**src/rtl/ov_cfg_seq_pkg.sv**
```systemverilog
`default_nettype none
// ============================================================================
// Module      : ov_pkg
// Description : Shared constants for the OV sensor configuration sequencer.
//               Holds the FSM state encoding and the table entry tags.
// Revision    : 1.0 - initial release
// ============================================================================
package ov_pkg;

  // Sequencer states, 3-bit encoded
  localparam logic [2:0] ST_IDLE     = 3'd0;
  localparam logic [2:0] ST_PWR_WAIT = 3'd1;
  localparam logic [2:0] ST_FETCH    = 3'd2;
  localparam logic [2:0] ST_DECODE   = 3'd3;
  localparam logic [2:0] ST_WRITE    = 3'd4;
  localparam logic [2:0] ST_DELAY    = 3'd5;
  localparam logic [2:0] ST_DONE     = 3'd6;
  localparam logic [2:0] ST_ERR      = 3'd7;

  // Table entry tags
  localparam logic [15:0] END_MARK = 16'hFFFF;
  localparam logic [7:0]  DLY_TAG  = 8'hF0;

  // Timing
  localparam int US_PER_MS = 1000;
  localparam int MS_W      = 16;

  // True for a delay entry (upper byte F0); the end marker never matches
  function automatic logic is_delay(input logic [15:0] entry);
    return (entry[15:8] == DLY_TAG);
  endfunction

endpackage
`default_nettype wire

```
**src/rtl/ov_cfg_seq_tick.sv**
```systemverilog
`default_nettype none
// ============================================================================
// Module      : ov_cfg_tick
// Description : Millisecond countdown built from the 1 us tick. Load sets the
//               number of ms to wait; expire is high once it has elapsed.
//               The ms counter stops at zero instead of wrapping.
// Revision    : 1.0 - initial release
// ============================================================================
module ov_cfg_tick
  import ov_pkg::*;
(
  input  logic            clk_sys,
  input  logic            rst_n,
  input  logic            pluse_us,
  input  logic            load,
  input  logic [MS_W-1:0] load_ms,
  output logic            expire
);

  localparam int              US_W      = $clog2(US_PER_MS);
  localparam logic [US_W-1:0] c_us_last = US_W'(US_PER_MS - 1);

  logic [US_W-1:0] r_us_cnt;
  logic [MS_W-1:0] r_ms_left;

  // Count us ticks within the current ms and retire one ms every 1000 ticks
  always_ff @(posedge clk_sys or negedge rst_n) begin
    if (!rst_n) begin
      r_us_cnt  <= '0;
      r_ms_left <= '0;
    end else if (load) begin
      r_us_cnt  <= '0;
      r_ms_left <= load_ms;
    end else if (pluse_us && (r_ms_left != '0)) begin
      if (r_us_cnt == c_us_last) begin
        r_us_cnt  <= '0;
        r_ms_left <= r_ms_left - MS_W'(1);
      end else begin
        r_us_cnt  <= r_us_cnt + US_W'(1);
      end
    end
  end

  assign expire = (r_ms_left == '0);

endmodule
`default_nettype wire

```
**src/rtl/ov_cfg_seq.sv**
```systemverilog
`default_nettype none
// ============================================================================
// Module      : ov_cfg_seq
// Description : Walks an external register table and issues SCCB writes to
//               an OV image sensor. Entries: FFFF ends the table, F0nn waits
//               nn ms, anything else is a {reg, val} write.
//               Build option OV_CFG_RETRY_EN: retry a nacked write up to
//               RETRY_MAX times before giving up.
// Revision    : 1.0 - initial release
// ============================================================================
module ov_cfg_seq
  import ov_pkg::*;
#(
  parameter logic [7:0] DEV_ADDR    = 8'h42,
  parameter int         PWR_WAIT_MS = 10,
  parameter int         ROM_AW      = 8,
  parameter int         RETRY_MAX   = 3
) (
  input  logic              clk_sys,
  input  logic              rst_n,
  input  logic              pluse_us,
  input  logic              start,
  output logic [ROM_AW-1:0] rom_addr,
  input  logic [15:0]       rom_data,
  output logic              iic_req,
  output logic [7:0]        iic_dev,
  output logic [7:0]        iic_reg,
  output logic [7:0]        iic_val,
  input  logic              iic_ack,
  input  logic              iic_nack,
  output logic              busy,
  output logic              done,
  output logic              err,
  output logic [ROM_AW-1:0] wr_cnt
);

  logic [2:0]        r_state;
  logic [ROM_AW-1:0] r_rom_addr;
  logic [ROM_AW-1:0] r_wr_cnt;
  logic [7:0]        r_dev;
  logic [7:0]        r_reg;
  logic [7:0]        r_val;

  logic              w_start_ok;
  logic              w_last_entry;
  logic              w_dly_entry;
  logic              w_may_retry;
  logic              w_tick_load;
  logic [MS_W-1:0]   w_tick_ms;
  logic              w_tick_expire;

  assign w_start_ok   = start && ((r_state == ST_IDLE) || (r_state == ST_DONE) ||
                                  (r_state == ST_ERR));
  assign w_last_entry = (r_rom_addr == {ROM_AW{1'b1}});
  assign w_dly_entry  = (rom_data != END_MARK) && is_delay(rom_data);

  // The countdown is shared: power-up settle on start, table delays in DECODE
  assign w_tick_load = w_start_ok || ((r_state == ST_DECODE) && w_dly_entry);
  assign w_tick_ms   = w_start_ok ? MS_W'(PWR_WAIT_MS)
                                  : {{(MS_W-8){1'b0}}, rom_data[7:0]};

  ov_cfg_tick u_tick (
    .clk_sys  (clk_sys),
    .rst_n    (rst_n),
    .pluse_us (pluse_us),
    .load     (w_tick_load),
    .load_ms  (w_tick_ms),
    .expire   (w_tick_expire)
  );

`ifdef OV_CFG_RETRY_EN
  localparam int RC_W = (RETRY_MAX < 1) ? 1 : $clog2(RETRY_MAX + 1);
  logic [RC_W-1:0] r_retry;

  assign w_may_retry = (r_retry < RC_W'(RETRY_MAX));

  // Retries spent on the current entry; a fresh entry or run starts at zero
  always_ff @(posedge clk_sys or negedge rst_n) begin
    if (!rst_n) begin
      r_retry <= '0;
    end else if (w_start_ok) begin
      r_retry <= '0;
    end else if (r_state == ST_WRITE) begin
      if (iic_nack) begin
        if (w_may_retry) begin
          r_retry <= r_retry + RC_W'(1);
        end
      end else if (iic_ack) begin
        r_retry <= '0;
      end
    end
  end
`else
  // Never true: without retries the first nack ends the run
  assign w_may_retry = (RETRY_MAX < 0);
`endif

  // Main sequencer: fetch, decode and execute one table entry at a time
  always_ff @(posedge clk_sys or negedge rst_n) begin
    if (!rst_n) begin
      r_state    <= ST_IDLE;
      r_rom_addr <= '0;
      r_wr_cnt   <= '0;
      r_dev      <= '0;
      r_reg      <= '0;
      r_val      <= '0;
    end else begin
      case (r_state)
        ST_IDLE, ST_DONE, ST_ERR: begin
          if (start) begin
            r_state    <= ST_PWR_WAIT;
            r_rom_addr <= '0;
            r_wr_cnt   <= '0;
          end
        end
        ST_PWR_WAIT: begin
          if (w_tick_expire) begin
            r_state <= ST_FETCH;
          end
        end
        ST_FETCH: begin
          // rom_data for the new address lands at the end of this cycle
          r_state <= ST_DECODE;
        end
        ST_DECODE: begin
          if (rom_data == END_MARK) begin
            r_state <= ST_DONE;
          end else if (w_dly_entry) begin
            r_state <= ST_DELAY;
          end else begin
            r_state <= ST_WRITE;
            r_dev   <= DEV_ADDR;
            r_reg   <= rom_data[15:8];
            r_val   <= rom_data[7:0];
          end
        end
        ST_WRITE: begin
          // nack wins when both responses arrive together; a retry goes back
          // through DECODE so the request drops for one cycle between tries
          if (iic_nack) begin
            r_state <= w_may_retry ? ST_DECODE : ST_ERR;
          end else if (iic_ack) begin
            r_wr_cnt <= r_wr_cnt + ROM_AW'(1);
            if (w_last_entry) begin
              r_state <= ST_ERR;
            end else begin
              r_rom_addr <= r_rom_addr + ROM_AW'(1);
              r_state    <= ST_FETCH;
            end
          end
        end
        ST_DELAY: begin
          if (w_tick_expire) begin
            if (w_last_entry) begin
              r_state <= ST_ERR;
            end else begin
              r_rom_addr <= r_rom_addr + ROM_AW'(1);
              r_state    <= ST_FETCH;
            end
          end
        end
        default: begin
          r_state <= ST_IDLE;
        end
      endcase
    end
  end

  assign rom_addr = r_rom_addr;
  assign wr_cnt   = r_wr_cnt;
  assign iic_dev  = r_dev;
  assign iic_reg  = r_reg;
  assign iic_val  = r_val;
  assign iic_req  = (r_state == ST_WRITE);
  assign done     = (r_state == ST_DONE);
  assign err      = (r_state == ST_ERR);
  assign busy     = (r_state != ST_IDLE) && (r_state != ST_DONE) && (r_state != ST_ERR);

endmodule
`default_nettype wire

```
**config.mk**
```make
export PLATFORM = sky130hd
export DESIGN_NAME = ov_cfg_seq
export DESIGN_NICKNAME = d
export VERILOG_FILES = /design/src/rtl/ov_cfg_seq_pkg.sv /design/src/rtl/ov_cfg_seq_tick.sv /design/src/rtl/ov_cfg_seq.sv
export SDC_FILE = /design/constraint.sdc
export NUM_CORES = 1
export LEC_CHECK = 0
export ABC_AREA = 1
export CORE_MARGIN = 1
export CORE_UTILIZATION = 59
export DETAILED_ROUTE_END_ITERATION = 16
export GPL_TIMING_DRIVEN = 0
export PLACE_DENSITY = 0.84
export SLEW_MARGIN = 20
export SYNTH_ARGS = -nofsm -noshare
export SYNTH_HDL_FRONTEND = slang
export SYNTH_HIERARCHICAL = 1
export SYNTH_SLANG_ARGS = --single-unit
```
**constraint.sdc**
```tcl
create_clock -name clk_sys -period 5.6 [get_ports clk_sys]
set_input_delay 0.56 -clock clk_sys [delete_from_list [all_inputs] [get_ports clk_sys]]
set_output_delay 0.56 -clock clk_sys [all_outputs]
set_load 0.005 [all_outputs]
```
# Yosys cells after proc, flatten, opt, wreduce, memory -nomap -nowiden
# Cells that the tools add are included.
# word_totals
reg_bits	62
in_bits	22
out_inout_bits	44
elab_cells	82
# op_classes
add_sub_neg	4
eq_ne	20
mux	25
n_bitwise	2
reduce_logical	23
# op_table
op	count
8-bit 2-to-1 mux	8
16-bit 2-to-1 mux	3
10-bit 2-to-1 mux	3
8-bit one-hot mux with 3 select lines	1
3-bit 2-to-1 mux	6
3-bit one-hot mux with 6 select lines	1
8-bit by 1-bit adder with 8-bit output (second input constant)	2
16-bit == test (second input constant)	1
8-bit == test (second input constant)	2
16-bit logical NOT	1
16-bit != test (second input constant)	1
8-bit one-hot mux with 2 select lines	1
16-bit nonzero test	1
16-bit by 1-bit subtractor with 16-bit output (second input constant)	1
3-bit == test (second input constant)	4
10-bit by 1-bit adder with 10-bit output (second input constant)	1
10-bit == test (second input constant)	1
4-bit AND reduction	2
3-bit by 2-bit == test with 1-bit output (second input constant)	2
1-bit logical AND	6
2-bit by 1-bit != test with 1-bit output (second input constant)	3
3-bit != test (second input constant)	2
2-bit nonzero test	3
3-bit nonzero test	2
12 further kinds	16

# Logic depth before layout (Yosys ltp)
# Gate-level depths: netlist of the first run.
# logic_depth
ltp_word	7
depth_mapped	13
ltp_nobuf	11

# Modules after synthesis
# The synthesis of the first run kept the hierarchy.
# modules_own_cells
mod	instances	cells_each	area_per_inst_um2	seq_area_each_um2
ov_cfg_seq	1	323	2306.0	900.9
ov_cfg_tick	1	280	1801.7	650.6

# Worst setup path after synthesis of the first run
# Ideal clock, no wire load.
# synth_timing
path_type	register to register
startpoint	register u_tick.r_ms_left[0]
endpoint	register r_rom_addr[2], in the netlist rom_addr[2]
arrival_time_ns	1.807
required_time_ns	5.483
setup_slack_ns	3.676
stages_incl_launch_ff	11
synth_period_minus_slack_ns	1.924
cell_sequence	dfrtp_1 > inv_1 > ha_1 > nand2_2 > nor2_1 > nor4b_1 > nor2_1 > a21oi_4 > nand2_4 > nand2_1 > nand2_1
# synth_via
elab_chain_len	3
# synth_lines
element	line	text
start: declaration	ov_cfg_seq_tick.sv:24	logic [MS_W-1:0] r_ms_left;
start signal: assignment	ov_cfg_seq_tick.sv:33	r_ms_left <= load_ms;
start signal: assignment	ov_cfg_seq_tick.sv:37	r_ms_left <= r_ms_left - MS_W'(1);
16-bit logical NOT	ov_cfg_seq_tick.sv:44	assign expire = (r_ms_left == '0);
via w_tick_expire	ov_cfg_seq.sv:50	logic w_tick_expire;
2-bit by 1-bit != test with 1-bit output (no source line)	-	
5-bit AND reduction (no source line)	-	
end signal: assignment	ov_cfg_seq.sv:147	r_rom_addr <= r_rom_addr + ROM_AW'(1);
end signal: assignment	ov_cfg_seq.sv:157	r_rom_addr <= r_rom_addr + ROM_AW'(1);
end: declaration	ov_cfg_seq.sv:38	logic [ROM_AW-1:0] r_rom_addr;
# The timed path passes the listed nets, and every way through them passes these cells.
# A chain may end at the register's enable or synchronous reset.

# Final worst setup path of the first run
# layout_timing
startpoint	register u_tick.r_ms_left[0]
endpoint	register r_rom_addr[6], in the netlist rom_addr[6]
# Same word-level chain as after synthesis.

==> reports/qor.csv, run 1 <==
metric,value,unit
First DRT Iteration DRCs,177,
endpoints failing setup,0,
Finished Cell Area,5020,um2
global-route wire length before repair,16.1,mm
total power,2.15,mW
crit-path leading delay family,simple AND/OR/NAND/NOR gates,
largest net degree at the start of global routing,43,
cell taking the most area after synthesis,dfrtp_1,
Finished Layout Cells,770,
# clock sinks,62,
CTS H-Tree Depth,3,
"most common cell after layout, fill and taps aside",nand2_1,
PostCTS Resize Cnt,0,
initial antenna violation count,0,
"Primary FF master, synth",dfrtp_1,
"EDFF count, synth",0,
wire length per cell,12.1,um
setup_tns,0,ps
top flop regs,"u_tick/r_ms_left (16), u_tick/r_us_cnt (10)",
fraction of layout cells with a size suffix above 1,0.106,
Fmax,0.421,GHz
outcome,"complete, no violations",
critical path class,reg -> reg,
ANT cells,0,
Final Core Density,0.743,
peak supply drop,0.229,mV
DR vias/cell,5.22,
clock latency on the worst-skew pair,330,ps
reg-to-reg endpoint,rom_addr[6]$_DFFE_PN0P_,
Critical Path Start Type,flop,
Initial Util,0.608,
root buffer cell,clkbuf_8,
Final period util,0.424,
"Arr. time, crit path",2600,ps
Clock transition at path regs,70,ps
syn avg cell area,6.81,um2
top cell type's share of synthesized area,0.378,
post-CTS setup buffer count,0,
total core area,6760,um2
Setup Skew,8.00,ps
# rows,30,
most flop-heavy register,u_tick/r_ms_left,
mapped cell area,4110,um2
RSZ-0062 raised after global routing,no,
Area Growth Syn to Fin,22.2,%
nets,715,
max FFs per register,16,
die area,7300,um2
Placed Cells,756,
Hold Buf Count CTS,0,
port bufs,59,
flop2flop setup slack,3220,ps
CP max stage cell,dfrtp_1,
Max Buffers Root-to-Sink,2,
fin. max-slew vios,0,
vias,4023,
top post-synthesis cells by area,"dfrtp_1 (38%), nand2_1 (21%), nand3_1 (7.7%)",
vias in the first global route,3749,
FF-to-FF path depth,10,
Post-Synthesis Cells,603,
Worst Path Required,5820,ps
CTS Buf Count,9,
synth warn,6,
DP Wirelength,6.90,mm
placed cell area,4860,um2
max cap viols,0,
CP endpoint kind,flop,
"commonest cells after routing, fill and taps aside","nand2_1 (233), nor2_1 (68), nand3_1 (63)",
gr ovfl total,0,
total track usage,0.274,
TritonCTS clock tree,yes,
Pwr Density,429,nW/um2
leak pwr,2.54,nW
Final Wtd Congestion,0.920,
Worst R2R Start,u_tick/r_ms_left[0]$_DFFE_PN0P_,
CP max FO,9,
chip width,85.4,um
min Tclk post-route,2380,ps
register bit total from synthesis,62,
Worst path max stage delay,410,ps
class of the worst hold path,in -> async,
register area share after synthesis,0.378,
Pre-antenna DRT Iters,5,
die height,85.4,um
worst-path cell chain,inv_1 -> ha_1 -> nand2_2 -> nor2_1 -> nor4b_1 -> nor2_1 -> a21oi_4 -> nand2_4 -> nand2_1 -> nand2_1,
Buf/Inv on CP,1,
total DRC errors in the routed layout,0,
asr flop ratio synth,1.00,
number of I/O pins,66,
Synth cell types,39,
Final Hold Vio Count,0,
WL final,9.29,mm
ANT nets after route,0,
## final cells by class
class                   count  area, um2
well taps                  80        100
flip-flops and latches     62       1550
repair buffers             60        608
plain buffers              18        128
fillers                   515       1740
multi-input cells         480       2270
clock buffers              12        145
inverters                  56        211
clock inverters             2       10.0
## stage by stage
stage / hold WS [ps] / setup slack [ps]
after global placement: 454 / 1960
after CTS: 103 / 3190
after detailed placement: 462 / 2930
final: 108 / 3220
after global routing: 116 / 3000
after floorplan: 264 / 3680
## how the worst max path moves through the flow
| stage | cells after the start | endpoint | slack [ps] | start |
|---|---|---|---|---|
| after floorplan | 10 | rom_addr[2]$_DFFE_PN0P_ | 3680 | u_tick/r_ms_left[0]$_DFFE_PN0P_ |
| after global placement | 1 | wr_cnt[0]$_DFFE_PN0P_ | 1960 | rst_n |
| after detailed placement | 12 | u_tick/r_ms_left[5]$_DFFE_PN0P_ | 2930 | rom_data[11] |
| after CTS | 5 | iic_req | 3190 | r_state[0]$_DFFE_PN0P_ |
| after global routing | 10 | rom_addr[7]$_DFFE_PN0P_ | 3000 | u_tick/r_ms_left[0]$_DFFE_PN0P_ |
| final | 10 | rom_addr[6]$_DFFE_PN0P_ | 3220 | u_tick/r_ms_left[0]$_DFFE_PN0P_ |
## synth_stat cells, types with 3 or more instances
cell and n:
o21ai_1 13, buf_2 3, o21ai_0 9, nand2_1 233, nand2_2 9, a21oi_1 11, dfrtp_1 62, nand2_4 4
inv_1 48, xnor2_1 3, ha_1 6, buf_4 11, o21bai_1 4, or2_2 6, nand3_1 63, inv_2 7
nor2_2 8, nor2_1 68, mux2i_1 3, nand4_1 7
## logic make-up after synthesis
family,share of synthesized area
compound gates,0.0533
xor+xnor,0.0107
fa+ha+maj,0.0183
buf+inv,0.0825
flops,0.378
mux,0.00731
other cells,0.000913
simple gates,0.449
## routing by layer
metal  wire [um]  vias to the layer above  global-route usage
met5           0                        -                   0
met2        4570                      110               0.472
met4         142                        0               0.106
met1        4200                     1844               0.341
met3         374                       16              0.0496
li1            -                     2053                   -
## power breakdown
part	internal, mW	total (mW)	switching [mW]
registers	0.588	0.724	0.137
clock network	0.167	0.327	0.161
logic	0.455	1.10	0.648
## worst reg2reg max path: cells and delay by family (launching register included)
kind,cells,cell delay [ps]
buffers and inverters,1,90
adder cells (fa/ha/maj),1,190
flip-flops,1,410
AO/OA/AOI/OAI,1,300
AND/OR/NAND/NOR,7,1300
Power figures use the tool's default switching activity.
==> inputs of run 2 (changes only) <==
--- a/config.mk
+++ b/config.mk
@@ -7,10 +7,10 @@
 export LEC_CHECK = 0
 export ABC_AREA = 1
 export CORE_MARGIN = 1
-export CORE_UTILIZATION = 59
+export CORE_UTILIZATION = 54
 export DETAILED_ROUTE_END_ITERATION = 16
 export GPL_TIMING_DRIVEN = 0
-export PLACE_DENSITY = 0.84
+export PLACE_DENSITY = 0.77
 export SLEW_MARGIN = 20
 export SYNTH_ARGS = -nofsm -noshare
 export SYNTH_HDL_FRONTEND = slang
==> constraint.sdc (replaced) <==
create_clock -name clk_sys -period 2.3 [get_ports clk_sys]
set_input_delay 0.23 -clock clk_sys [delete_from_list [all_inputs] [get_ports clk_sys]]
set_output_delay 0.23 -clock clk_sys [all_outputs]
set_load 0.005 [all_outputs]
==> run 2 against run 1 <==
Compared with the run above:
- hold slack gained 190 ps
- non-clock buffer count grew 4
- fmax grew 10%
- via count grew 0.97%
- final area grew 2.8%
- final cell count grew 3.2%
- largest cell class unchanged
==> reports/qor.csv, run 2 (synthesized netlist as in run 1, its figures left out) <==
metric,value,unit,change
gr ovfl total,0,,unchanged
Pre-antenna DRT Iters,5,,unchanged
fraction of layout cells with a size suffix above 1,0.118,,+0.0120
"Arr. time, crit path",2440,ps,-160 ps
chip width,89.2,um,+4.4%
# rows,31,,+3.3%
global-route wire length before repair,16.4,mm,+2.2%
vias,4062,,+0.97%
Area Growth Syn to Fin,25.7,%,
die height,89.2,um,+4.4%
port bufs,59,,unchanged
critical path class,reg -> reg,,
root buffer cell,clkbuf_8,,
Fmax,0.463,GHz,+10%
max FFs per register,16,,unchanged
DR vias/cell,5.11,,-2.2%
fin. max-slew vios,0,,unchanged
Final Wtd Congestion,0.847,,-7.9%
outcome,"complete, no violations",,
CP max FO,6,,-3
Clock transition at path regs,70,ps,about the same
clock latency on the worst-skew pair,340,ps,about the same
class of the worst hold path,in -> async,,
vias in the first global route,3705,,-1.2%
worst-path cell chain,inv_1 -> ha_1 -> nand2_2 -> nor2_2 -> nor4b_2 -> nor2_1 -> a21oi_4 -> buf_4 -> nand3_1 -> nand2_1,,
TritonCTS clock tree,yes,,
leak pwr,2.60,nW,+2.2%
Max Buffers Root-to-Sink,2,,unchanged
ANT nets after route,0,,unchanged
Finished Cell Area,5160,um2,+2.8%
Worst path max stage delay,410,ps,about the same
crit-path leading delay family,simple AND/OR/NAND/NOR gates,,
WL final,9.80,mm,+5.5%
Worst Path Required,2580,ps,-3240 ps
Pwr Density,1090,nW/um2,+150%
total track usage,0.265,,-0.00840
Setup Skew,8.09,ps,+0.0867 ps
nets,719,,+0.56%
initial antenna violation count,0,,unchanged
"commonest cells after routing, fill and taps aside","nand2_1 (233), nor2_1 (67), nand3_1 (63)",,
total DRC errors in the routed layout,0,,unchanged
min Tclk post-route,2160,ps,-217 ps
largest net degree at the start of global routing,49,,+14%
Final period util,0.939,,+0.514
layout filler cell count,616,,+20%
FF-to-FF path depth,10,,unchanged
Buf/Inv on CP,2,,+1
endpoints failing setup,0,,unchanged
Crit. path cell count,10,,unchanged
peak supply drop,0.762,mV,+230%
placed cell area,4900,um2,+0.64%
hold slack final,298,ps,+190 ps
ANT cells,0,,unchanged
top flop regs,"u_tick/r_ms_left (16), u_tick/r_us_cnt (10)",,
# clock sinks,62,,unchanged
Initial Util,0.563,,-0.0446
number of I/O pins,66,,unchanged
RSZ-0062 raised after global routing,no,,
CTS Buf Count,9,,unchanged
Final Hold Vio Count,0,,unchanged
First DRT Iteration DRCs,201,,+14%
CTS H-Tree Depth,3,,unchanged
Critical Path Start Type,flop,,
CP max stage cell,dfrtp_1,,
total core area,7290,um2,+7.9%
total power,5.62,mW,+160%
pre-CTS setup slack,-146,ps,-3080 ps
die area,7960,um2,+9.0%
CP endpoint kind,flop,,
"most common cell after layout, fill and taps aside",nand2_1,,
max cap viols,0,,unchanged
DP Wirelength,6.99,mm,+1.2%
Final WS setup,141,ps,-3080 ps
most flop-heavy register,u_tick/r_ms_left,,
wire length per cell,12.3,um,+2.2%
==> run 2: what timing repair did <==
item	in CTS	in global routing
gates resized for setup	2	6
setup endpoints to repair	8	25
hold buffers	1	0
buffers inserted	0	3
endpoints found under the hold margin	14	0
==> run 2: final timing paths <==
check / slack, ps / endpoint / start
max: 140 / rom_addr[2]$_DFFE_PN0P_ / u_tick/r_ms_left[0]$_DFFE_PN0P_
min: 300 / iic_dev[1]$_DFFE_PN0P_ / rst_n
max reg2reg: 140 / rom_addr[2]$_DFFE_PN0P_ / u_tick/r_ms_left[0]$_DFFE_PN0P_
min reg2reg: 470 / iic_reg[4]$_DFFE_PN0P_ / iic_reg[4]$_DFFE_PN0P_
max in group asynchronous: 1490 / wr_cnt[4]$_DFFE_PN0P_ / rst_n
min in group clk_sys: 470 / iic_reg[4]$_DFFE_PN0P_ / iic_reg[4]$_DFFE_PN0P_
==> run 2: layout make-up <==
class,instances,area [um2],area share
plain buffers,18,133,0.0257
clock buffers,12,145,0.0281
clock inverters,4,70.1,0.0136
inverters,56,211,0.0410
multi-input cells,480,2280,0.442
flip-flops and latches,62,1550,0.301
well taps,99,124,0.0240
repair buffers,64,648,0.126
==> run 2: report_power, final <==
group	switching, mW	leakage, nW	total [mW]	internal, mW
clock network	0.423	0.110	1.06	0.637
logic	1.64	1.68	2.80	1.15
registers	0.330	0.805	1.76	1.43
total	2.39	2.60	5.62	3.22
==> run 2: through the flow <==
step           TNS [ps]  utilization  cells
2_1_floorplan         0            -    616
3_3_place_gp     -67160        0.668    774
3_5_place_dp      -1710        0.671    775
4_1_cts               0        0.704    792
5_1_grt               0        0.708    795
6_report              0        0.708    795
==> run 2: layer usage <==
layer,GRT usage,up-vias,routed length [um]
met2,0.450,99,4780
met3,0.0360,11,367
met5,0,-,0
met4,0.110,0,131
li1,-,2057,-
met1,0.341,1895,4520
